--- src/rtl/reg_bus_test_pkg.sv ---
// Shared types, constants and address decode for the register-bus test slave.
// REG_TEST_ACCESS_COUNT_EN (optional) adds write/read access counters after the scratch words.
package reg_bus_test_pkg;

  typedef enum logic [1:0] {IDLE, WAIT, RESP} state_e;

  localparam int unsigned ID_IDX           = 0;
  localparam logic [63:0] ID_VALUE_DEFAULT = 64'hAAAA_5555;

  // Concrete 32-bit bus structs so the slave also elaborates on its own.
  typedef struct packed {
    logic [31:0] addr;
    logic        write;
    logic [31:0] wdata;
    logic [3:0]  wstrb;
    logic        valid;
  } reg_req_default_t;

  typedef struct packed {
    logic [31:0] rdata;
    logic        error;
    logic        ready;
  } reg_rsp_default_t;

  typedef struct packed {
    logic [7:0] idx;
    logic       is_cnt;
    logic       error;
  } decode_t;

  function automatic decode_t decode_access(input logic [63:0] addr, input int unsigned ofs,
                                            input logic write, input int unsigned num_regs,
                                            input logic cnt_en);
    decode_t     d;
    logic [63:0] mask;
    logic        misaligned;
    int unsigned limit;
    d.idx      = 8'(addr >> ofs);
    mask       = (64'd1 << ofs) - 64'd1;
    misaligned = (addr & mask) != 64'd0;
    limit      = cnt_en ? num_regs + 2 : num_regs;
    d.is_cnt   = cnt_en && (32'(d.idx) >= num_regs) && (32'(d.idx) < num_regs + 2);
    d.error    = misaligned || (32'(d.idx) >= limit) ||
                 (write && ((d.idx == 8'(ID_IDX)) || d.is_cnt));
    return d;
  endfunction

endpackage

--- src/rtl/reg_bus_test_wait_ctrl.sv ---
// Wait-state controller: captures a request in IDLE, counts down in WAIT, pulses respond in RESP.
module reg_bus_test_wait_ctrl import reg_bus_test_pkg::*; #(
  parameter int unsigned WAIT_CYCLES = 1
) (
  input  logic clk_i,
  input  logic rst_ni,
  input  logic valid_i,
  output logic capture_o,
  output logic respond_o
);

  state_e     state_q;
  logic [3:0] cnt_q;
  logic       respond_q;

  assign capture_o = (state_q == IDLE) && valid_i;
  assign respond_o = respond_q;

  always_ff @(posedge clk_i) begin
    if (!rst_ni) begin
      state_q   <= IDLE;
      cnt_q     <= '0;
      respond_q <= 1'b0;
    end else begin
      respond_q <= 1'b0;
      unique case (state_q)
        IDLE: if (valid_i) begin
          state_q <= WAIT;
          cnt_q   <= 4'(WAIT_CYCLES - 1);
        end
        WAIT: if (cnt_q == 4'd0) begin
          state_q   <= RESP;
          respond_q <= 1'b1;
        end else begin
          cnt_q <= cnt_q - 4'd1;
        end
        RESP:    state_q <= IDLE;
        default: state_q <= IDLE;
      endcase
    end
  end

endmodule

--- src/rtl/reg_bus_test_regfile.sv ---
// Register-bus test slave: read-only ID word, byte-strobed scratch words, optional wait states.
// REG_TEST_ACCESS_COUNT_EN adds read-only wr_cnt/rd_cnt words at NUM_REGS and NUM_REGS+1.
module reg_bus_test_regfile import reg_bus_test_pkg::*; #(
  parameter type                   reg_req_t   = reg_req_default_t,
  parameter type                   reg_rsp_t   = reg_rsp_default_t,
  parameter int unsigned           ADDR_WIDTH  = 32,
  parameter int unsigned           DATA_WIDTH  = 32,
  parameter int unsigned           NUM_REGS    = 8,
  parameter int unsigned           WAIT_CYCLES = 0,
  parameter logic [DATA_WIDTH-1:0] ID_VALUE    = DATA_WIDTH'(ID_VALUE_DEFAULT)
) (
  input  logic     clk_i,
  input  logic     rst_ni,
  input  reg_req_t reg_req_i,
  output reg_rsp_t reg_rsp_o
);

  localparam int unsigned STRB_W = DATA_WIDTH / 8;
  localparam int unsigned OFS    = $clog2(STRB_W);
  localparam int unsigned IDX_W  = $clog2(NUM_REGS);
`ifdef REG_TEST_ACCESS_COUNT_EN
  localparam logic CNT_EN = 1'b1;
`else
  localparam logic CNT_EN = 1'b0;
`endif

  logic                  capture, respond;
  logic [ADDR_WIDTH-1:0] lat_addr_q, act_addr;
  logic                  lat_write_q, act_write;
  logic [DATA_WIDTH-1:0] lat_wdata_q, act_wdata;
  logic [STRB_W-1:0]     lat_wstrb_q, act_wstrb;
  decode_t               dec;
  logic [IDX_W-1:0]      idx_w;
  logic [DATA_WIDTH-1:0] regs_q [NUM_REGS];
  logic [DATA_WIDTH-1:0] rd_data, cnt_rdata, rdata_q;
  logic                  error_q;

  if (WAIT_CYCLES > 0) begin : g_wait
    reg_bus_test_wait_ctrl #(.WAIT_CYCLES(WAIT_CYCLES)) u_wait_ctrl (
      .clk_i    (clk_i),
      .rst_ni   (rst_ni),
      .valid_i  (reg_req_i.valid),
      .capture_o(capture),
      .respond_o(respond)
    );
  end else begin : g_nowait
    assign capture = 1'b0;
    assign respond = reg_req_i.valid;
  end

  // With wait states the latched copy is authoritative; bus changes during WAIT are ignored.
  always_ff @(posedge clk_i) begin
    if (!rst_ni) begin
      lat_addr_q  <= '0;
      lat_write_q <= 1'b0;
      lat_wdata_q <= '0;
      lat_wstrb_q <= '0;
    end else if (capture) begin
      lat_addr_q  <= reg_req_i.addr;
      lat_write_q <= reg_req_i.write;
      lat_wdata_q <= reg_req_i.wdata;
      lat_wstrb_q <= reg_req_i.wstrb;
    end
  end

  assign act_addr  = (WAIT_CYCLES > 0) ? lat_addr_q  : reg_req_i.addr;
  assign act_write = (WAIT_CYCLES > 0) ? lat_write_q : reg_req_i.write;
  assign act_wdata = (WAIT_CYCLES > 0) ? lat_wdata_q : reg_req_i.wdata;
  assign act_wstrb = (WAIT_CYCLES > 0) ? lat_wstrb_q : reg_req_i.wstrb;

  assign dec   = decode_access(64'(act_addr), OFS, act_write, NUM_REGS, CNT_EN);
  assign idx_w = dec.idx[IDX_W-1:0];

  always_ff @(posedge clk_i) begin
    if (!rst_ni) begin
      for (int i = 0; i < NUM_REGS; i++) regs_q[i] <= '0;
    end else if (respond && act_write && !dec.error) begin
      for (int b = 0; b < STRB_W; b++) begin
        if (act_wstrb[b]) regs_q[idx_w][b*8 +: 8] <= act_wdata[b*8 +: 8];
      end
    end
  end

`ifdef REG_TEST_ACCESS_COUNT_EN
  logic [DATA_WIDTH-1:0] wr_cnt_q, rd_cnt_q;

  // Counters advance at completion, so a counter read returns the value before its own increment.
  always_ff @(posedge clk_i) begin
    if (!rst_ni) begin
      wr_cnt_q <= '0;
      rd_cnt_q <= '0;
    end else if (respond && !dec.error) begin
      if (act_write) wr_cnt_q <= wr_cnt_q + DATA_WIDTH'(1);
      else           rd_cnt_q <= rd_cnt_q + DATA_WIDTH'(1);
    end
  end

  assign cnt_rdata = (dec.idx == 8'(NUM_REGS)) ? wr_cnt_q : rd_cnt_q;
`else
  assign cnt_rdata = '0;
`endif

  always_comb begin
    rd_data = '0;
    if (!dec.error) begin
      if (dec.idx == 8'(ID_IDX)) rd_data = ID_VALUE;
      else if (dec.is_cnt)       rd_data = cnt_rdata;
      else                       rd_data = regs_q[idx_w];
    end
  end

  always_ff @(posedge clk_i) begin
    if (!rst_ni) begin
      rdata_q <= '0;
      error_q <= 1'b0;
    end else begin
      rdata_q <= rd_data;
      error_q <= dec.error;
    end
  end

  always_comb begin
    reg_rsp_o = '0;
    if (WAIT_CYCLES > 0) begin
      reg_rsp_o.ready = respond;
      reg_rsp_o.rdata = respond ? rdata_q : '0;
      reg_rsp_o.error = respond & error_q;
    end else begin
      reg_rsp_o.ready = reg_req_i.valid;
      reg_rsp_o.rdata = reg_req_i.valid ? rd_data : '0;
      reg_rsp_o.error = reg_req_i.valid & dec.error;
    end
  end

endmodule

--- config.mk ---
export PLATFORM = sky130hd
export DESIGN_NAME = reg_bus_test_regfile
export DESIGN_NICKNAME = d
export VERILOG_FILES = /design/src/rtl/reg_bus_test_pkg.sv /design/src/rtl/reg_bus_test_wait_ctrl.sv /design/src/rtl/reg_bus_test_regfile.sv
export SDC_FILE = /design/constraint.sdc
export NUM_CORES = 1
export LEC_CHECK = 0
export CORE_MARGIN = 5
export CORE_UTILIZATION = 50
export DETAILED_ROUTE_END_ITERATION = 6
export PLACE_DENSITY = 0.71
export SKIP_CTS_REPAIR_TIMING = 1
export SLEW_MARGIN = 15
export SYNTH_ARGS = -nofsm -noshare
export SYNTH_HDL_FRONTEND = slang
export SYNTH_SLANG_ARGS = --single-unit
--- constraint.sdc ---
create_clock -name clk_i -period 3.4 [get_ports clk_i]
set_input_delay 0.51 -clock clk_i [delete_from_list [all_inputs] [get_ports clk_i]]
set_output_delay 0.51 -clock clk_i [all_outputs]
set_load 0.1 [all_outputs]
* Word-level counts from Yosys, hierarchy flattened *
Memory sizes are Yosys's and may differ from the RTL's.
Cells that the tools add are included.

cells by class
  $lt $le $gt $ge = 1
  muxes and demuxes = 23
  bitwise logic cells = 1
  reductions and logical operators = 9

operators by type and width
  kind                                                 count
  two-way mux 32 bit                                   4
  nonzero test 64 bit                                  1
  OR reduction 32 bit                                  1
  two-way mux 1 bit                                    17
  >= comparator 8 x 4 -> 1 bit, second input constant  1
  logical NOT 8 bit                                    1
  two-way mux 4 bit                                    1
  logical AND 1 bit                                    3
  two-way mux 3 bit                                    1
  logical OR 1 bit                                     2
  AND 1 bit                                            1
  logical NOT 1 bit                                    1

storage, ports and cells
  register bits = 0
  RAM bits = 256
  input port bits = 72
  logic and storage cells = 35
  memories kept = 1

memory list
  name    words  bits a word  read ports  clocked after Yosys merged registers in  write ports  line                        RTL
  regs_q  8      32           1           0                                        8            reg_bus_test_regfile.sv:34  logic [DATA_WIDTH-1:0] regs_q [NUM_REGS];

* Logic depth before layout (Yosys ltp) *
  depth after elaboration = 10
  mapped depth = 7
  depth with buffers taken out = 4

* Least setup slack after synthesis *
OpenSTA, ideal clock, no wires.

  path kind = input to output
  from = in reg_req_i[45] (netlist name)
  to = out reg_rsp_o[10] (netlist name)
  arrival = 3.522 ns
  setup slack = -0.632 ns
  cell stages on the path = 5
  path buffers = 1
  cell sequence = or4_4 a2111oi_0 nand2_1 clkbuf_1 a31oi_1

RTL lines
  what                line                        RTL
  start: declaration  reg_bus_test_regfile.sv:14  input reg_req_t reg_req_i,
  end: declaration    reg_bus_test_regfile.sv:15  output reg_rsp_t reg_rsp_o

==> impl_metrics.yaml <==
die:
  die_x_microns: 163.6
  core_area_sq_um: 23330
  die-area_sq_um: 26750
  start_util: 0.5053
  die_h_microns: 163.6
  ios: 106
  rows: 56
sta:
  setup_viol: 0
  tightestPinTransition_ns: 0.6166
  slew_headroom: 0.5881
  max_freq_ghz: 0.2951
  fin_tns_setup_ns: 0
  hold_violations: 0
  fin_crit_ns: 3.388
  post-route-period-util: 0.9965
  drv_slew: 0
  rsz0062_at_grt: "yes"
yosys:
  synth_flop_cell: "edfxtp_1"
  synth_top_family_by_area: "simple AND/OR/NAND/NOR gates"
  yosys.area_share.simple: 0.1946
  syn_inst: 836
  synth_fa_ha_area_frac: 0
  syn_area_sq_um: 11790
  synth_edf_count: 256
  yosysTopAreaCell: "edfxtp_1"
  yosysSeqAreaShare: 0.6520
  async_reset_ff_frac: 0
  synth_seq_cells: 256
  synth_compound_area_frac: 0.09710
  synth.area.top_cells: "edfxtp_1, and2_1, nor3_4, a22oi_1, mux2_2"
  yosys_warnings: 0
  synth.avg_cell_area_sq_um: 14.10
  synth_top_area_share: 0.6520
  synth_cell_types: 47
  synth_common_cells: "edfxtp_1, and2_1, a22oi_1"
  synthXorXnorAreaFrac: 0
  yosysMostFrequentCell: "edfxtp_1"
  synthMuxAreaShare: 0.03757
job:
  cap_viol_max_count: 0
global_route:
  grt_max_degree: 33
  grt_pass1_wl_microns: 47780
  antenna_found_initial: 0
  grt_usage: 0.2379
  grt_remaining_overflow: 0
  grt_pass1_vias: 8283
pwr:
  p_per_area_nw_per_um2: 457.6
  power_w: 0.007056
  p_sw_frac: 0.2164
  internal_power_w: 0.005529
  pwr-share-seq: 0.522
  vdd_drop_max_uv: 423.6
  p_comb_frac: 0.080
  clkPwrFrac: 0.398
  p_leak_nw: 5.763
  p_sw_w: 0.001527
clock_tree:
  cts.path.max_buffers: 3
  cts.sinks: 256
  numCtsBuffers: 26
  clkTransAtPathRegs_ns: 0.06
  htree_num_levels: 1
  cts_tree: "yes"
  root_buffer: "clkbuf_16"
finish:
  fin_area_sq_um: 15420
  fin_util: 0.6608
  largest_reg_flops: 256
  antenna_cells: 0
  num-fill-cells: 1657
  area_growth_syn_to_layout_pct: 30.78
  multi_input_area_sq_um: 4209
  seqCellArea_sq_um: 7687
  nNetsFinal: 1134
  drive_above_1_share: 0.2579
  reg_top3: "regs_q: 256 flops"
  top_register: "regs_q"
critical_path:
  worstPathMaxFanout: 8
  crit_path_end_kind: "primary output"
  cpPeakStageDelay_ns: 0.61
  cp_top_family: "simple AND/OR/NAND/NOR gates"
  arrival_ns: 2.88
  worstPathRequired_ns: 2.89
  crit_top_cell: "buf_4"
  cp_num_buf_inv: 4
  critical_path_class: "primary input to primary output"
  cpMaxStageDelayCell: "or4_4"
  startpoint_type: "primary input"
  cp_cell_sequence: "clkdlybuf4s50_1 -> or4_4 -> or4_1 -> buf_4 -> a41oi_1 -> buf_4 -> buf_12"
status:
  outcome: "complete, no violations"
detailed_routing:
  ant_nets: 0
  vias_per_cell: 5.612
  drt-total-wl_microns: 31350
  wl_per_cell_microns: 22.37
  dr.pass1.iters: 6
  drcViolationCount: 0
  drt_iter0_markers: 824
  vias: 7862
placed_design:
  place_congestion: 0.8566
  portBuffers: 83
  dp_hpwl_microns: 21940
  place_area_sq_um: 14550
worst_hold_path:
  hp-class: "primary input to register"
  hold_end: "regs_q[5][21]"
  hp-start: "reg_req_i[26]"
  hold_depth: 2
-- power groups by stage --
stage | sequential [W] | clock (W) | combinational (W)
floorplan | 0.00373 | 0 | 0.000270
global placement | 0.00374 | 0 | 0.000548
detailed placement | 0.00375 | 0 | 0.000556
CTS | 0.00369 | 0.00283 | 0.000559
global route | 0.00370 | 0.00297 | 0.000599
finish | 0.00369 | 0.00281 | 0.000564
-- cells by family (layout without fill, tap and decap cells) --
family | after synthesis | in the layout
muxes | 39 | 39
DFF | 256 | 256
other | 1 | 32
and+or+nand+nor | 339 | 339
AOI/OAI and AO/OA | 153 | 153
buffers and inverters | 48 | 263
-- area by class of cell --
| cell class | instances | share of cell area |
|---|---|---|
| Multi-Input combinational cell | 563 | 0.2730 |
| Tap cell | 319 | 0.02589 |
| Timing Repair Buffer | 209 | 0.1463 |
| Clock buffer | 30 | 0.04455 |
| Clock inverter | 18 | 0.01022 |
| Inverter | 6 | 0.001461 |
| Sequential cell | 256 | 0.4986 |
-- metal layers --
metal  track usage  vias up  routed length, microns
met1        0.3108     3846                   12290
met2        0.4015      357                   15500
li1              -     3605                       -
met4       0.07091        0                     812
met5             0        -                       0
met3       0.05299       54                    2736
-- layout by cell type, fill, tap and decap left out, drive strengths merged, types with 2 or more instances in the layout --
cell           synthesis  layout
or4                    3       3
conb                   1      32
inv                    6       6
a221o                 16      16
nor2                   4       4
o21ai                 19      19
a221oi                10      10
nand3                  4       4
clkdlybuf4s50          0      46
a21oi                 13      13
mux2i                 15      15
nor3                  31      31
a41oi                  2       2
bufinv                 0       3
o2bb2ai                5       5
clkinv                 0      14
or3                    2       2
nand2b                33      33
edfxtp               256     256
clkbuf                33      30
nand2                 20      20
a222oi                10      10
mux4                   2       2
and2                 228     228
nor3b                  2       2
a22o                  13      13
mux2                  22      22
and3                   2       2
a31oi                 22      22
nor2b                  8       8
buf                    9     163
a22oi                 37      37
-- per-stage QoR --
stage | hold slack [ns] | setup WS, ns | instances
after floorplan | 0.7082 | -0.5732 | 867
after global placement | 1.184 | -0.05965 | 1353
after detailed placement | 1.192 | -0.07606 | 1353
after CTS | 0.7845 | -0.1061 | 1401
after global routing | 0.7878 | -0.03839 | 1401
final | 0.7980 | 0.01188 | 1401
-- how the worst max path moves through the flow --
| stage | end | startpoint | cells past startpoint |
|---|---|---|---|
| after floorplan | reg_rsp_o[11] | reg_req_i[45] | 5 |
| after global placement | reg_rsp_o[33] | reg_req_i[45] | 7 |
| after detailed placement | reg_rsp_o[2] | reg_req_i[45] | 7 |
| after CTS | reg_rsp_o[2] | reg_req_i[45] | 7 |
| after global routing | reg_rsp_o[3] | reg_req_i[45] | 7 |
| final | reg_rsp_o[3] | reg_req_i[45] | 7 |
No activity file was read; power rests on OpenSTA's default activity.
